### config.mk
export PLATFORM = sky130hd
export DESIGN_NAME = bus_tx_queue_flat
export DESIGN_NICKNAME = d
export VERILOG_FILES = /design/src/rtl/bus_tx_queue_if.sv /design/src/rtl/bus_tx_queue.sv /design/src/flat_wrapper.sv
export SDC_FILE = /design/constraint.sdc
export NUM_CORES = 1
export LEC_CHECK = 0
export CORE_ASPECT_RATIO = 1.25
export CORE_MARGIN = 5
export CORE_UTILIZATION = 50
export CTS_CLUSTER_DIAMETER = 150
export DETAILED_ROUTE_END_ITERATION = 6
export PLACE_DENSITY = 0.74
export SLEW_MARGIN = 25
export SYNTH_ARGS = -nofsm -noshare
export SYNTH_HDL_FRONTEND = slang
export SYNTH_SLANG_ARGS = --single-unit
### constraint.sdc
create_clock -name clock -period 3.4 [get_ports clock]
set_clock_uncertainty 0.1 [all_clocks]
set_input_delay 0.51 -clock clock [delete_from_list [all_inputs] [get_ports clock]]
set_output_delay 0.51 -clock clock [all_outputs]
set_load 0.005 [all_outputs]
### src/rtl/bus_tx_queue_if.sv
// Producer handshake and bus-slot signals of one transmit queue.
// The queue takes the slave view; whoever drives it takes the master view.
interface bus_tx_queue_if #(
    parameter int unsigned WIDTH = 10
);
    logic             in_valid;
    logic [WIDTH-1:0] in_data;
    logic             in_ready;
    logic [WIDTH-1:0] bus_message;
    logic             bus_write;
    logic             bus_sent;

    modport slave (
        input  in_valid,
        input  in_data,
        input  bus_sent,
        output in_ready,
        output bus_message,
        output bus_write
    );

    modport master (
        output in_valid,
        output in_data,
        output bus_sent,
        input  in_ready,
        input  bus_message,
        input  bus_write
    );
endinterface

### src/rtl/bus_tx_queue.sv
// Per-client transmit FIFO feeding one slot of the round-robin bus.
// Head is shown on bus_message/bus_write and retired by the bus_sent pulse.
module bus_tx_queue #(
    parameter int unsigned WIDTH = 10,
    parameter int unsigned DEPTH = 4
) (
    input  logic                       clock,
    input  logic                       reset,
    bus_tx_queue_if.slave              q_if,
    output logic [$clog2(DEPTH+1)-1:0] level,
    output logic [$clog2(DEPTH+1)-1:0] peak_level,
    output logic                       err_spurious
);
    localparam int unsigned LW = $clog2(DEPTH + 1);
    localparam int unsigned PW = (DEPTH > 1) ? $clog2(DEPTH) : 1;

    logic [WIDTH-1:0] r_mem [DEPTH];
    logic [PW-1:0]    r_rd_ptr;
    logic [PW-1:0]    r_wr_ptr;
    logic [LW-1:0]    r_level;
    logic [LW-1:0]    r_peak;
    logic             r_err;

    logic             w_not_empty;
    logic             w_not_full;
    logic             w_push;
    logic             w_pop;
    logic [LW-1:0]    w_level_nxt;

    // Handshake decode depends on registered occupancy only
    assign w_not_empty = (r_level != LW'(0));
    assign w_not_full  = (r_level != LW'(DEPTH));
    assign w_push      = q_if.in_valid & w_not_full;
    assign w_pop       = q_if.bus_sent & w_not_empty;

    always_comb begin
        w_level_nxt = r_level;
        if (w_push && !w_pop) begin
            w_level_nxt = r_level + LW'(1);
        end else if (w_pop && !w_push) begin
            w_level_nxt = r_level - LW'(1);
        end
    end

    // Control state; a bus_sent arriving during reset is dropped
    always_ff @(posedge clock) begin
        if (reset) begin
            r_rd_ptr <= '0;
            r_wr_ptr <= '0;
            r_level  <= '0;
            r_peak   <= '0;
            r_err    <= 1'b0;
        end else begin
            if (w_push) begin
                r_wr_ptr <= (r_wr_ptr == PW'(DEPTH - 1)) ? '0 : r_wr_ptr + PW'(1);
            end
            if (w_pop) begin
                r_rd_ptr <= (r_rd_ptr == PW'(DEPTH - 1)) ? '0 : r_rd_ptr + PW'(1);
            end
            r_level <= w_level_nxt;
            r_peak  <= (w_level_nxt > r_peak) ? w_level_nxt : r_peak;
            if (q_if.bus_sent && !w_not_empty) begin
                r_err <= 1'b1;
            end
        end
    end

    // Storage is intentionally not cleared by reset
    always_ff @(posedge clock) begin
        if (w_push && !reset) begin
            r_mem[r_wr_ptr] <= q_if.in_data;
        end
    end

    assign q_if.in_ready    = w_not_full;
    assign q_if.bus_write   = w_not_empty;
    assign q_if.bus_message = r_mem[r_rd_ptr];
    assign level            = r_level;
    assign peak_level       = r_peak;
    assign err_spurious     = r_err;
endmodule

### src/flat_wrapper.sv
// flat-port wrapper written by rule: the top's interface ports become plain ports
module bus_tx_queue_flat 
#(
    parameter int unsigned WIDTH = 10,
    parameter int unsigned DEPTH = 4
)
  (clock, reset, level, peak_level, err_spurious, q_if_in_valid, q_if_in_data, q_if_bus_sent, q_if_in_ready, q_if_bus_message, q_if_bus_write);
  bus_tx_queue_if #(.WIDTH(WIDTH)) q_if_i ();
  input  logic clock;
  input  logic reset;
  output logic [$clog2(DEPTH+1)-1:0] level;
  output logic [$clog2(DEPTH+1)-1:0] peak_level;
  output logic err_spurious;
  input wire logic [$bits(q_if_i.in_valid)-1:0] q_if_in_valid;
  input wire logic [$bits(q_if_i.in_data)-1:0] q_if_in_data;
  input wire logic [$bits(q_if_i.bus_sent)-1:0] q_if_bus_sent;
  output wire logic [$bits(q_if_i.in_ready)-1:0] q_if_in_ready;
  output wire logic [$bits(q_if_i.bus_message)-1:0] q_if_bus_message;
  output wire logic [$bits(q_if_i.bus_write)-1:0] q_if_bus_write;
  assign q_if_i.in_valid = q_if_in_valid;
  assign q_if_i.in_data = q_if_in_data;
  assign q_if_i.bus_sent = q_if_bus_sent;
  assign q_if_in_ready = q_if_i.in_ready;
  assign q_if_bus_message = q_if_i.bus_message;
  assign q_if_bus_write = q_if_i.bus_write;
  bus_tx_queue #(.WIDTH(WIDTH), .DEPTH(DEPTH)) u_core (.clock(clock), .reset(reset), .q_if(q_if_i), .level(level), .peak_level(peak_level), .err_spurious(err_spurious));
endmodule
==> After elaboration in Yosys (flattened, before gate mapping) <==
Memory sizes are Yosys's and may differ from the RTL's. A register that Yosys moved wholly into a read port is not among the register bits.
Index checks and enable logic that the tools add are counted.
{ "word_totals": {"ram_bits": 40, "n_memories": 1, "inputBits": 14, "word_cells": 33, "output_inout_bits": 19, "reg_bits": 11} }
{ "op_classes": {"bitwise_logic": 2, "order_cmp": 1, "muxes": 8, "eq_ne": 3, "reduce_logical": 9, "addsub": 4} }
{ "mem_list": {"columns": ["memory", "words", "width", "read_ports", "rd_ports_with_merged_regs", "write_ports", "line_no", "source"], "rows": [
  ["u_core.r_mem", 4, 10, 1, 1, 1, "bus_tx_queue.sv:17", "logic [WIDTH-1:0] r_mem [DEPTH];"]
]} }
{ "ops": {"columns": ["cell", "n"], "rows": [
  ["$mux 2", 4],
  ["$mux 3", 2],
  ["$add 2x1->2 const B", 2],
  ["$eq 2x2->1 const B", 2],
  ["$logic_and 1x1->1", 4],
  ["$logic_not 1->1", 4],
  ["$add 3x1->3 const B", 1],
  ["$gt 3x3->1", 1],
  ["$ne 3x3->1 const B", 1],
  ["$reduce_bool 3->1", 1],
  ["$sub 3x1->3 const B", 1],
  ["$and 1x1->1", 2],
  ["$mux 1", 2]
]} }

==> Longest topological paths before layout <==
Gate-level depths: netlist of the first run.
{ "depth": {"word_depth": 7, "ltp_mapped": 12, "ltp_nobuf": 12} }

==> Least setup slack after synthesis of the first run <==
OpenSTA, ideal clock, no wires.
{ "synth_timing": {"path_kind": "flip-flop to flip-flop", "start": "register u_core.r_level[1], in the netlist u_core.level[1]", "end": "register u_core.r_peak[0], in the netlist u_core.peak_level[0]", "setup_slack_ps": 692, "n_path_buf": 0, "path_stages_with_launch": 11, "t_arrival_ps": 2520, "setup_time_ps": 88, "t_required_ps": 3212, "period_less_slack_ps": 2708, "path_cell_list": "dfxtp_1 -> inv_1 -> ha_1 -> nand2b_1 -> maj3_1 -> a32oi_1 -> inv_1 -> ha_1 -> a211o_1 -> and2_1 -> a311oi_2"} }
{ "synth_via": {"elab_chain_len": 7} }
{ "synth_lines": {"columns": ["element", "line_no", "source"], "rows": [
  ["start: declaration", "bus_tx_queue.sv:20", "logic [LW-1:0] r_level;"],
  ["start signal: assignment", "bus_tx_queue.sv:60", "r_level <= w_level_nxt;"],
  ["$ne 3x3->1", "bus_tx_queue.sv:32", "assign w_not_full = (r_level != LW'(DEPTH));"],
  ["$and 1x1->1", "bus_tx_queue.sv:33", "assign w_push = q_if.in_valid & w_not_full;"],
  ["$logic_not 1->1", "bus_tx_queue.sv:40", "end else if (w_pop && !w_push) begin"],
  ["$logic_and 1x1->1", "bus_tx_queue.sv:40", null],
  ["$mux 3", "bus_tx_queue.sv:40", null],
  ["$mux 3 (*)", "bus_tx_queue.sv:38", "if (w_push && !w_pop) begin"],
  ["via u_core.w_level_nxt[1]", "bus_tx_queue.sv:28", "logic [LW-1:0] w_level_nxt;"],
  ["$gt 3x3->1 (*)", "bus_tx_queue.sv:61", "r_peak <= (w_level_nxt > r_peak) ? w_level_nxt : r_peak;"],
  ["end signal: assignment", "bus_tx_queue.sv:61", null],
  ["end: declaration", "bus_tx_queue.sv:21", "logic [LW-1:0] r_peak;"]
]} }
The timed path passes the listed nets; every way through them passes the cells marked *.
A chain may end at the register's enable or synchronous reset.

==> Worst setup path in the final report of the first run <==
Ends and elaborated chain as after synthesis.

==> results of run 1 <==
[flip-flops by register name, indices dropped and copies added, names as in the netlist, named ones only]
name,flops
u_core.r_wr_ptr,2
u_core.r_mem,40
u_core.level,3
u_core.peak_level,3
u_core.r_rd_ptr,2
u_core.err_spurious,1
[placed cells by master (no fill, tap or decap), types with 3 or more instances in the layout]
cell type,count
sky130_fd_sc_hd__a21oi_1,12
sky130_fd_sc_hd__and2_1,6
sky130_fd_sc_hd__clkbuf_8,5
sky130_fd_sc_hd__clkdlybuf4s50_1,32
sky130_fd_sc_hd__dfxtp_1,13
sky130_fd_sc_hd__edfxtp_1,40
sky130_fd_sc_hd__ha_1,11
sky130_fd_sc_hd__inv_1,10
sky130_fd_sc_hd__mux4_2,10
sky130_fd_sc_hd__nand2_1,7
sky130_fd_sc_hd__nand2b_1,3
sky130_fd_sc_hd__nor2_1,5
sky130_fd_sc_hd__or3_1,3
[area by class of cell]
type / count / area (um^2)
repair buffers: 34 / 335
multi-input cells: 80 / 744
clock buffers: 6 / 72.6
clock inverters: 2 / 15.0
well taps: 58 / 72.6
inverters: 11 / 46.3
fillers: 335 / 1680
flip-flops and latches: 53 / 1460
[power groups by stage]
stage / Clock [mW] / Combinational, mW / Sequential [mW]
floorplan: 0 / 0.316 / 0.789
global placement: 0 / 0.460 / 0.810
detailed placement: 0 / 0.490 / 0.814
CTS: 0.352 / 0.492 / 0.799
global route: 0.379 / 0.544 / 0.808
finish: 0.338 / 0.490 / 0.798
[metrics by stage]
| stage | util [%] | hold slack (ps) |
|---|---|---|
| floorplan | - | 354 |
| detailed placement | 60.1 | 358 |
| global route | 62.1 | 401 |
| CTS | 62.1 | 387 |
| finish | 62.1 | 380 |
| global placement | 60.1 | 359 |
[per-layer routing]
metal | routed length (um) | part of all wire, % | vias up
met5 | 0 | 0 | -
met4 | 20 | 0.50 | 0
met3 | 142 | 3.6 | 2
met2 | 2190 | 55 | 32
met1 | 1620 | 41 | 644
li1 | - | - | 635
[worst max path at each step]
stage                                              to  cells after the start
floorplan           u_core.peak_level[0]$_SDFFE_PP0N_                     10
finish              u_core.peak_level[0]$_SDFFE_PP0N_                     10
detailed placement  u_core.peak_level[0]$_SDFFE_PP0N_                      9
CTS                 u_core.peak_level[0]$_SDFFE_PP0N_                     10
global placement    u_core.peak_level[0]$_SDFFE_PP0N_                      9
global route        u_core.peak_level[0]$_SDFFE_PP0N_                     10
[kinds of logic after synthesis]
logic type | synth area share, %
fa+ha+maj | 6.90
mux | 9.86
simple gates | 8.00
flops | 64.0
buf+inv | 3.40
compound gates | 7.84
[cells in the mapped netlist (2+ instances only)]
cell,instances,area [um^2]
sky130_fd_sc_hd__ha_1,11,138
sky130_fd_sc_hd__nand2b_1,3,18.8
sky130_fd_sc_hd__a21oi_1,12,60.1
sky130_fd_sc_hd__and2_1,6,37.5
sky130_fd_sc_hd__nand3_1,2,10.0
sky130_fd_sc_hd__o21ai_0,2,10.0
sky130_fd_sc_hd__maj3_1,2,20.0
sky130_fd_sc_hd__inv_1,10,37.5
sky130_fd_sc_hd__nand2_1,7,26.3
sky130_fd_sc_hd__mux4_2,10,225
sky130_fd_sc_hd__or3_1,3,18.8
sky130_fd_sc_hd__nor2_1,5,18.8
sky130_fd_sc_hd__dfxtp_1,13,260
sky130_fd_sc_hd__edfxtp_1,40,1200
[worst reg2reg max path: stages (launching register included)]
cell	delay [ps]
sky130_fd_sc_hd__dfxtp_1	430
sky130_fd_sc_hd__inv_1	110
sky130_fd_sc_hd__ha_1	270
sky130_fd_sc_hd__nand2b_1	190
sky130_fd_sc_hd__maj3_1	360
sky130_fd_sc_hd__a32oi_1	310
sky130_fd_sc_hd__inv_1	80
sky130_fd_sc_hd__ha_1	310
sky130_fd_sc_hd__a211o_1	310
sky130_fd_sc_hd__and2_1	200
sky130_fd_sc_hd__a311oi_2	270
==> results.yml, run 1 <==
critical_path:
  critical_path.n_buffers_inverters: 2
  cp_max_fo: 8
  worstSetupPathType: "reg -> reg"
  rr_worst_depth: 10
  crit-reg2reg-capture: "u_core.peak_level[0]$_SDFFE_PP0N_"
  critical_path.top_delay_family: "adder cells"
  worst-endpoint-required_ps: 3510
  timing.critical_path.slowest_stage_cell: "sky130_fd_sc_hd__dfxtp_1"
  regToRegSetupSlack_ps: 370
  path_cells: "inv_1 -> ha_1 -> nand2b_1 -> maj3_1 -> a32oi_1 -> inv_1 -> ha_1 -> a211o_1 -> and2_1 -> a311oi_2"
  setup.worst_path.end_class: "flip-flop"
  critPathArrivalTime_ps: 3140
  worstReg2RegStart: "u_core.level[1]$_SDFF_PP0_"
  critical_path.startpoint: "u_core.level[1]$_SDFF_PP0_"
  worstSetupStartpointType: "flip-flop"
  timing.critical_path.slowest_cell_delay_ps: 430
placement:
  placed_cell_area_um2: 2660
  numPlacedInstances: 236
  place_congestion: 0.876
  port_buffers: 32
  minimum_setup_slack_after_placement_ps: 85.9
  post-dp-hpwl_mm: 2.87
pwr:
  p_seq_share_pct: 49.1
  combinationalPowerShare_pct: 30.1
  cellPowerDensity_nw_per_um2: 592
  leakage_nw: 0.933
  finalPower_mw: 1.63
  vdd_drop_max_mv: 0.459
  clock_power_share_pct: 20.8
  p_int_mw: 1.16
  swShare_pct: 28.7
  netSwitchingPower_mw: 0.467
global_routing:
  groute.layer.met2.usage_pct: 27.3
  grt_start_max_net_pins: 17
  grt_pass1_vias: 1437
  global_route.usage.met3_pct: 3.40
  grt_util_all_layers_pct: 14.5
  grt_overflow_total: 0
  wire_length_of_the_first_global_routing_pass_mm: 6.75
  number_of_antenna_violations_at_the_first_check_in_global_routing: 0
  grt_busiest_layer: "met2"
  grtUsageMet1_pct: 15.7
synthesis:
  synthesis.area_per_instance_um2: 15.3
  synth.yosys.seq_area_share_pct: 64.0
  syn_area_um2: 2280
  synth-seq-cells: 53
  synth_enable_flop_cells: 40
  synthesis.yosys.warnings: 0
  synthFlopType: "sky130_fd_sc_hd__edfxtp_1"
  syn_inst: 149
  syn-num-nets: 174
  postSynth.asyncResetShare_pct: 0
  synthDistinctLibCells: 37
clock_network:
  htree_num_levels: 2
  cts_post_setup_buffers_inserted: 0
  clock_latency_on_the_worst_skew_pair_ps: 290
  cts-resized-gates: 0
  cts_root_buf: "sky130_fd_sc_hd__clkbuf_8"
  cts-buffers-inserted: 5
  tritoncts: "yes"
  worst_setup_hold_path_clk_slew_ps: 90
  clockBufferDepth: 2
  hold_buffers: 0
  clock_sinks: 53
floorplanning:
  boundaryPins: 33
  dieArea_um2: 6030
  width_of_the_die_um: 70.4
  die_height_um: 85.6
  start_util_pct: 51.6
  rows: 27
  design.core.area_um2: 4430
detailed_routing:
  drtAntennaViolNets: 0
  first_pass_iteration_count_of_the_detailed_router: 4
  dr_total_vias: 1313
  drt-vias-per-instance: 5.38
  first_iter_violations: 36
  wirelength_mm: 3.98
  drcViolationCount: 0
  drt-wirelength-per-cell_um: 16.3
timing:
  grt_setup_unrepaired: "false"
  max_slew_margin_pct: 55.8
  tightestPinTransition_ps: 663
  final_hold_viol_count: 0
  final_max_slew_viol_count: 0
  max_freq_mhz: 330
  final_period_minus_worst_setup_slack_ps: 3030
  post-route-worst-setup-slack_ps: 372
  finalSetupViolations: 0
  final.period_utilization_pct: 89.0
  final.setup.tns_ps: 0
final_layout:
  number_of_standard_cells_in_the_final_layout_excluding_fillers: 244
  antenna_cells: 0
  final_layout_size_suffix_gt1_share_pct: 14.5
  post-route-cell-area_um2: 2750
  area_growth_pct: 20.3
  nets: 210
job:
  maximum_capacitance_violations: 0
min_path:
  worst_hold_path_type: "reg -> reg"
  min_to: "u_core.err_spurious$_SDFFE_PP0P_"
  hp-start: "u_core.err_spurious$_SDFFE_PP0P_"
  worst_hold_stages: 2
outcome:
  run_status: "completed"
(Power assumes the default switching activity.)
==> run 2, diff against run 1 <==
Settings changed: CTS_BUF_LIST set to sky130_fd_sc_hd__clkbuf_16.
==> run 2 against run 1 <==
  * Sequential share of layout area shrank 1.1 points
  * Core utilization grew 1.3 points
  * Combinational power is essentially flat
  * Maximum frequency shrank 0.65%
  * Sequential power is essentially flat
  * Total power grew 8.6%
  * First-iteration DRC count grew 61%
  * Via count shrank 0.30%
  * Count of clock-buffer cells in the layout shrank 1
  * Final area grew 2.0%
  * Final cell count is the same
  * Hold slack lost 6.3 ps
  * Critical endpoint unchanged
  * Largest power group unchanged
==> results.yml, run 2 (synthesized netlist as in run 1, its figures left out) <==
outcome:
  run_status: "completed"
timing:
  final_max_slew_viol_count: 0
  max_freq_mhz: 328
  finalHoldWorstSlack_ps: 374
  finalSetupViolations: 0
  max_slew_margin_pct: 55.9
  final_hold_viol_count: 0
  grt_setup_unrepaired: "false"
  final.setup.tns_ps: 0
  final.period_utilization_pct: 89.6
  tightestPinTransition_ps: 660
  final_period_minus_worst_setup_slack_ps: 3050
pwr:
  cellPowerDensity_nw_per_um2: 630
  netSwitchingPower_mw: 0.482
  combinationalPowerShare_pct: 27.9
  leakage_nw: 0.963
  swShare_pct: 27.3
  p_int_mw: 1.28
  vdd_drop_max_mv: 0.401
  p_seq_share_pct: 45.2
  clock_power_share_pct: 26.9
clock_network:
  worst_setup_hold_path_clk_slew_ps: 60
  cts_root_buf: "sky130_fd_sc_hd__clkbuf_16"
  clockBufferDepth: 2
  hold_buffers: 0
  cts-resized-gates: 0
  tritoncts: "yes"
  htree_num_levels: 2
  cts-buffers-inserted: 5
  cts_post_setup_buffers_inserted: 0
  clock_latency_on_the_worst_skew_pair_ps: 280
  clock_sinks: 53
detailed_routing:
  drt-wirelength-per-cell_um: 16.4
  drt-vias-per-instance: 5.36
  first_pass_iteration_count_of_the_detailed_router: 4
  wirelength_mm: 3.99
  drtAntennaViolNets: 0
  first_iter_violations: 58
  drcViolationCount: 0
  dr_total_vias: 1309
min_path:
  hp-start: "u_core.err_spurious$_SDFFE_PP0P_"
  min_to: "u_core.err_spurious$_SDFFE_PP0P_"
  worst_hold_path_type: "reg -> reg"
  worst_hold_stages: 2
critical_path:
  timing.critical_path.slowest_stage_cell: "sky130_fd_sc_hd__clkdlybuf4s50_1"
  worstSetupStartpointType: "input port"
  worstSetupPathType: "in -> reg"
  regToRegSetupSlack_ps: 360
  setup.worst_path.end_class: "flip-flop"
  crit-reg2reg-capture: "u_core.peak_level[0]$_SDFFE_PP0N_"
  critPathArrivalTime_ps: 3140
  worst-endpoint-required_ps: 3490
  timing.critical_path.slowest_cell_delay_ps: 660
  rr_worst_depth: 10
  worstReg2RegStart: "u_core.level[1]$_SDFF_PP0_"
  path_cells: "clkdlybuf4s50_1 -> nand2b_1 -> maj3_1 -> a32oi_1 -> inv_1 -> ha_1 -> a211o_1 -> and2_1 -> a311oi_2"
  cp_max_fo: 10
final_layout:
  nets: 210
  area_growth_pct: 22.8
  antenna_cells: 0
  final_layout_size_suffix_gt1_share_pct: 14.5
  layout_commonest_cell: "sky130_fd_sc_hd__edfxtp_1"
  largest_register_ff_count: 40
  most-common-layout-cells: "sky130_fd_sc_hd__edfxtp_1 (40), sky130_fd_sc_hd__clkdlybuf4s50_1 (32), sky130_fd_sc_hd__dfxtp_1 (13)"
  top_register: "u_core.r_mem"
floorplanning:
  dieArea_um2: 6030
  design.core.area_um2: 4430
  die_height_um: 85.6
  rows: 27
  boundaryPins: 33
  width_of_the_die_um: 70.4
  start_util_pct: 51.6
placement:
  port_buffers: 32
  post-dp-hpwl_mm: 2.87
  place_congestion: 0.876
global_routing:
  grt_start_max_net_pins: 17
  grt_pass1_vias: 1435
  grt_overflow_total: 0
  number_of_antenna_violations_at_the_first_check_in_global_routing: 0
  wire_length_of_the_first_global_routing_pass_mm: 6.74
  grt_util_all_layers_pct: 14.5
job:
  maximum_capacitance_violations: 0
-- run 2: per-stage QoR --
| step | setup slack, ps | instances | area, um^2 | utilization [%] | power, mW |
|---|---|---|---|---|---|
| 2_1_floorplan | 692 | 149 | 2280 | - | 1.10 |
| 3_3_place_gp | 249 | 236 | 2660 | 60.1 | 1.27 |
| 3_5_place_dp | 85.9 | 236 | 2660 | 60.1 | 1.30 |
| 4_1_cts | 376 | 244 | 2800 | 63.4 | 1.78 |
| 5_1_grt | 110 | 244 | 2800 | 63.4 | 1.87 |
| 6_report | 353 | 244 | 2800 | 63.4 | 1.77 |
-- run 2: per-layer routing --
layer  part of all wire (%)  up-vias  track usage [%]
li1                       -      635                -
met1                     40      641             15.8
met2                     56       31             26.9
met3                    3.9        2             3.40
met4                   0.50        0             5.92
met5                      0        -                0
-- run 2: power by group through the flow --
stage	Combinational [mW]	Clock, mW	Sequential [mW]
after global routing	0.544	0.520	0.808
after floorplan	0.316	0	0.789
final	0.492	0.476	0.798
after global placement	0.460	0	0.810
after CTS	0.492	0.492	0.800
after detailed placement	0.490	0	0.814
-- run 2: worst max path at each step --
stage,from,to,slack [ps]
global placement,q_if_in_valid,u_core.peak_level[0]$_SDFFE_PP0N_,250
CTS,u_core.level[1]$_SDFF_PP0_,u_core.peak_level[0]$_SDFFE_PP0N_,380
floorplan,u_core.level[1]$_SDFF_PP0_,u_core.peak_level[0]$_SDFFE_PP0N_,690
global route,u_core.level[1]$_SDFF_PP0_,u_core.peak_level[0]$_SDFFE_PP0N_,110
detailed placement,q_if_in_valid,u_core.peak_level[0]$_SDFFE_PP0N_,90
finish,q_if_in_valid,u_core.peak_level[0]$_SDFFE_PP0N_,350
-- run 2: worst max-delay path: cells and delay by family --
kind	cells	cell delay, ps
adder cells (fa/ha/maj)	2	680
AO/OA/AOI/OAI	3	860
AND/OR/NAND/NOR	2	350
buffers and inverters	2	740
-- run 2: layout make-up --
class,instances,area [um^2]
inverter,11,46.3
clock inverter,3,18.8
multi-input combinational,80,744
tap,58,72.6
sequential,53,1460
timing repair buffer,34,335
fill,332,1620
clock buffer,5,125
==> edit 1: new RTL, settings of run 2 <==
Reset style: asynchronous (`reset`), changed in one clocked block.
--- a/src/rtl/bus_tx_queue.sv
+++ b/src/rtl/bus_tx_queue.sv
@@ -43,7 +43,7 @@
     end
 
     // Control state; a bus_sent arriving during reset is dropped
-    always_ff @(posedge clock) begin
+    always_ff @(posedge clock or posedge reset) begin
         if (reset) begin
             r_rd_ptr <= '0;
             r_wr_ptr <= '0;
Formal check against the unedited RTL: differs if reset is asserted again (counterexample within 4 cycles, from zero or initial values and one cycle with reset high); with reset held inactive, the same outputs for 10 cycles.
==> edit 1 against run 2 <==
- die area decreased by 1.8%
- clock power rose by 16%
- critical path depth is the same
- count of clock-buffer cells in the layout stayed put
- wire length decreased by 8.7%
- critical endpoint is now u_core.peak_level[1]$_DFFE_PP0N_
- area after synthesis fell by 2.1%
- setup slack better by 0.067 ns
- sequential share of layout area is 1.2 points higher
- design area is 1.2% lower
- non-clock buffer count shrank 2
- sequential cell count down 2
- power rose by 36%
- final cell count fell by 6.1%
- largest cell class unchanged
==> edit 1: results <==
export IMPL_slowest_stage="nor4b_1"
export IMPL_tightest_slew_ns=0.721
export IMPL_leakage_nw=1.04
export IMPL_netlist_top_cells_count="40 x edfxtp_1, 12 x inv_1, 11 x dfrtp_1, 11 x ha_1, 10 x mux4_2"
export IMPL_vias_per_cell=5.31
export IMPL_gr_usage_all_layers_pct=13.1
export IMPL_detailed_route_iter0_violations=57
export IMPL_layout_nets=195
export IMPL_max_freq_mhz=336
export IMPL_outcome="complete, no violations"
export IMPL_grt_pass1_vias=1239
export IMPL_dp_final_hpwl_microns=2630
export IMPL_timing_max_cap_violations=0
export IMPL_syn_nets=160
export IMPL_post_synth_main_area_contributors="edfxtp_1 54%, dfrtp_1 12%, mux4_2 10%"
export IMPL_nFillCells=321
export IMPL_worst_r2r_setup_slack_ns=0.42
export IMPL_critical_path_top_delay_family="simple AND/OR/NAND/NOR gates"
export IMPL_p_switching_uw=697
export IMPL_synth_yosys_seq_area_share_pct=66.0
export IMPL_worstSkewPairLatency_ns=0.28
export IMPL_ys_async_sr_fraction_pct=21.6
export IMPL_preCtsSetupSlack_ns=0.149
export IMPL_wire_per_inst_microns=15.9
export IMPL_peakVddDrop_uv=640
export IMPL_globalplace_congestion=0.783
export IMPL_wire_length_of_the_first_global_routing_pass_microns=5990
export IMPL_crit_path_max_incr_delay_ns=0.47
export IMPL_initial_antenna_violation_count=0
export IMPL_critPathMaxFanout=7
export IMPL_yosys_cell_types_count=34
export IMPL_layout_drive_gt1_share_pct=14.6
export IMPL_ctsHoldBuffers=0
[edit 1: cell types whose count changed in the layout (fill, tap and decap cells not counted), moves of 3 or more]
cell and delta:
dfxtp_1 -13, dfrtp_1 +11, a21oi_1 -8, mux2_2 +3, nor3_1 +3
[edit 1: metrics by stage]
step / power (mW) / area [sq um] / util [%] / hold slack (ns) / instances
5_1_grt: 2.56 / 2770 / 63.6 / 0.415 / 229
3_3_place_gp: 1.83 / 2600 / 59.7 / 0.361 / 221
6_report: 2.40 / 2770 / 63.6 / 0.392 / 229
4_1_cts: 2.43 / 2770 / 63.6 / 0.389 / 229
3_5_place_dp: 1.88 / 2600 / 59.7 / 0.372 / 221
2_1_floorplan: 1.49 / 2240 / - / 0.262 / 135
[edit 1: logic make-up (layout without fill, tap and decap cells)]
| family | count (synthesis) | in the layout | synth area share [%] |
|---|---|---|---|
| buf+inv | 16 | 52 | 3.25 |
| simple gates | 24 | 24 | 6.04 |
| compound gates | 18 | 18 | 5.76 |
| flops | 51 | 51 | 66.0 |
| fa+ha+maj | 12 | 12 | 6.66 |
| mux | 14 | 14 | 12.3 |
[edit 1: metal layers]
| metal | vias up | share of wire [%] | track usage (%) |
|---|---|---|---|
| met2 | 20 | 54 | 21.9 |
| met3 | 7 | 4.1 | 3.95 |
| li1 | 584 | - | - |
| met5 | - | 0 | 0 |
| met4 | 0 | 1.8 | 5.75 |
| met1 | 604 | 40 | 15.7 |
[edit 1: power groups by stage]
stage / Clock [mW] / Sequential, mW / Combinational (mW)
floorplan: 0 / 0.877 / 0.616
global placement: 0 / 0.940 / 0.893
detailed placement: 0 / 0.950 / 0.926
CTS: 0.566 / 0.936 / 0.932
global route: 0.593 / 0.957 / 1.01
finish: 0.552 / 0.930 / 0.918
[edit 1: final timing paths]
check                                                 from                                to  depth (start not counted)
min in group asynchronous                            reset    u_core.r_rd_ptr[0]$_DFFE_PP0P_                          2
max in group asynchronous                            reset    u_core.r_rd_ptr[1]$_DFFE_PP0P_                          2
hold reg to reg            u_core.err_spurious$_DFFE_PP0P_   u_core.err_spurious$_DFFE_PP0P_                          1
hold / removal             u_core.err_spurious$_DFFE_PP0P_   u_core.err_spurious$_DFFE_PP0P_                          1
setup / recovery                 u_core.level[1]$_DFF_PP0_  u_core.peak_level[1]$_DFFE_PP0N_                          9
setup reg to reg                 u_core.level[1]$_DFF_PP0_  u_core.peak_level[1]$_DFFE_PP0N_                          9
[edit 1: area by class of cell]
class | count | area [sq um] | area share (%)
multi-input combinational | 68 | 687 | 24.8
inverter | 12 | 45.0 | 1.63
clock buffer | 5 | 125 | 4.52
tap | 58 | 72.6 | 2.62
sequential | 51 | 1480 | 53.3
clock inverter | 3 | 43.8 | 1.58
timing repair buffer | 32 | 320 | 11.6
==> edit 2: new RTL, config.mk and constraints of run 2 <==
Made on the original files. `WIDTH` is set to 10 in 3 places; all go to 8.
--- a/src/rtl/bus_tx_queue_if.sv
+++ b/src/rtl/bus_tx_queue_if.sv
@@ -1,7 +1,7 @@
 // Producer handshake and bus-slot signals of one transmit queue.
 // The queue takes the slave view; whoever drives it takes the master view.
 interface bus_tx_queue_if #(
-    parameter int unsigned WIDTH = 10
+    parameter int unsigned WIDTH = 8
 );
     logic             in_valid;
     logic [WIDTH-1:0] in_data;
--- a/src/rtl/bus_tx_queue.sv
+++ b/src/rtl/bus_tx_queue.sv
@@ -1,7 +1,7 @@
 // Per-client transmit FIFO feeding one slot of the round-robin bus.
 // Head is shown on bus_message/bus_write and retired by the bus_sent pulse.
 module bus_tx_queue #(
-    parameter int unsigned WIDTH = 10,
+    parameter int unsigned WIDTH = 8,
     parameter int unsigned DEPTH = 4
 ) (
     input  logic                       clock,
--- a/src/flat_wrapper.sv
+++ b/src/flat_wrapper.sv
@@ -1,7 +1,7 @@
 // flat-port wrapper written by rule: the top's interface ports become plain ports
 module bus_tx_queue_flat 
 #(
-    parameter int unsigned WIDTH = 10,
+    parameter int unsigned WIDTH = 8,
     parameter int unsigned DEPTH = 4
 )
   (clock, reset, level, peak_level, err_spurious, q_if_in_valid, q_if_in_data, q_if_bus_sent, q_if_in_ready, q_if_bus_message, q_if_bus_write);
Ports: changed (resized q_if_bus_message and q_if_in_data); port bits go from 33 to 29. No check against the original RTL was run, so the function may have changed too.
==> edit 2 against run 2 <==
- area after synthesis is 9.8% lower
- first-iteration DRC count increased by 10%
- final cell count down 5.7%
- utilization is 0.55 points lower
- sequential cell count down 8
- power is 13% higher
- setup slack got worse by 0.14 ns
- wire length down 7.6%
- design area shrank 9.6%
- critical endpoint unchanged
==> edit 2: results <==
export IMPL_netlist_top_cells_count="32 x edfxtp_1, 13 x dfxtp_1, 11 x ha_1, 9 x inv_1, 9 x nand2_1"
export IMPL_slowest_stage="or4_4"
export IMPL_detailroute_wirelength_met2_microns=2020
export IMPL_synthAdderAreaFrac_pct=6.68
export IMPL_area_share_nonclk_buffers_pct=11.4
export IMPL_globalplace_congestion=0.810
export IMPL_detailed_route_iter0_violations=64
export IMPL_post_synth_main_area_contributors="edfxtp_1 47%, dfxtp_1 13%, mux4_2 8.7%"
export IMPL_yosys_cell_types_count=40
export IMPL_vias_per_cell=5.45
export IMPL_outcome="complete, no violations"
export IMPL_layout_drive_gt1_share_pct=14.9
export IMPL_syn_nets=167
export IMPL_gr_usage_all_layers_pct=15.3
export IMPL_met1_usage_pct=16.0
export IMPL_criticalPathCategory="flop to flop"
export IMPL_synth_yosys_seq_area_share_pct=59.3
export IMPL_finalNonFillerCells=230
export IMPL_grt_pass1_vias=1365
export IMPL_critical_path_top_delay_family="simple AND/OR/NAND/NOR gates"
export IMPL_rows=26
export IMPL_tightest_slew_ns=0.523
export IMPL_rr_startpoint="u_core.level[0]$_SDFF_PP0_"
export IMPL_postRouteWirelength_microns=3690
export IMPL_peakVddDrop_uv=564
export IMPL_gr_usage_met3_pct=5.06
export IMPL_critPathMaxFanout=11
export IMPL_met3_length_microns=197
[edit 2: cell count changes in the layout (fill, tap and decap cells not counted), sizes merged, moves of 2 or more]
cell and delta:
nor2 +2, clkdlybuf4s50 -4, edfxtp -8, or2b +3, a211oi +2, nand2b -2, mux4 -2, nand2 +2
maj3 -2, a21oi -4
[edit 2: stage by stage]
step	utilization, %	worst slack, ns	total power, mW	hold WS [ns]
after floorplan	-	0.701	1.24	0.354
after global placement	58.7	0.236	1.44	0.369
after detailed placement	58.7	0.0834	1.49	0.372
after CTS	62.8	0.244	2.02	0.385
after global routing	62.8	0.0132	2.14	0.427
final	62.8	0.215	2.00	0.382
[edit 2: power by group]
part / total [mW] / internal, mW / switching [mW] / leakage (nW)
logic: 0.745 / 0.396 / 0.349 / 0.417
registers: 0.726 / 0.652 / 0.0737 / 0.397
clock network: 0.529 / 0.343 / 0.185 / 0.0775
total: 2.00 / 1.39 / 0.608 / 0.892
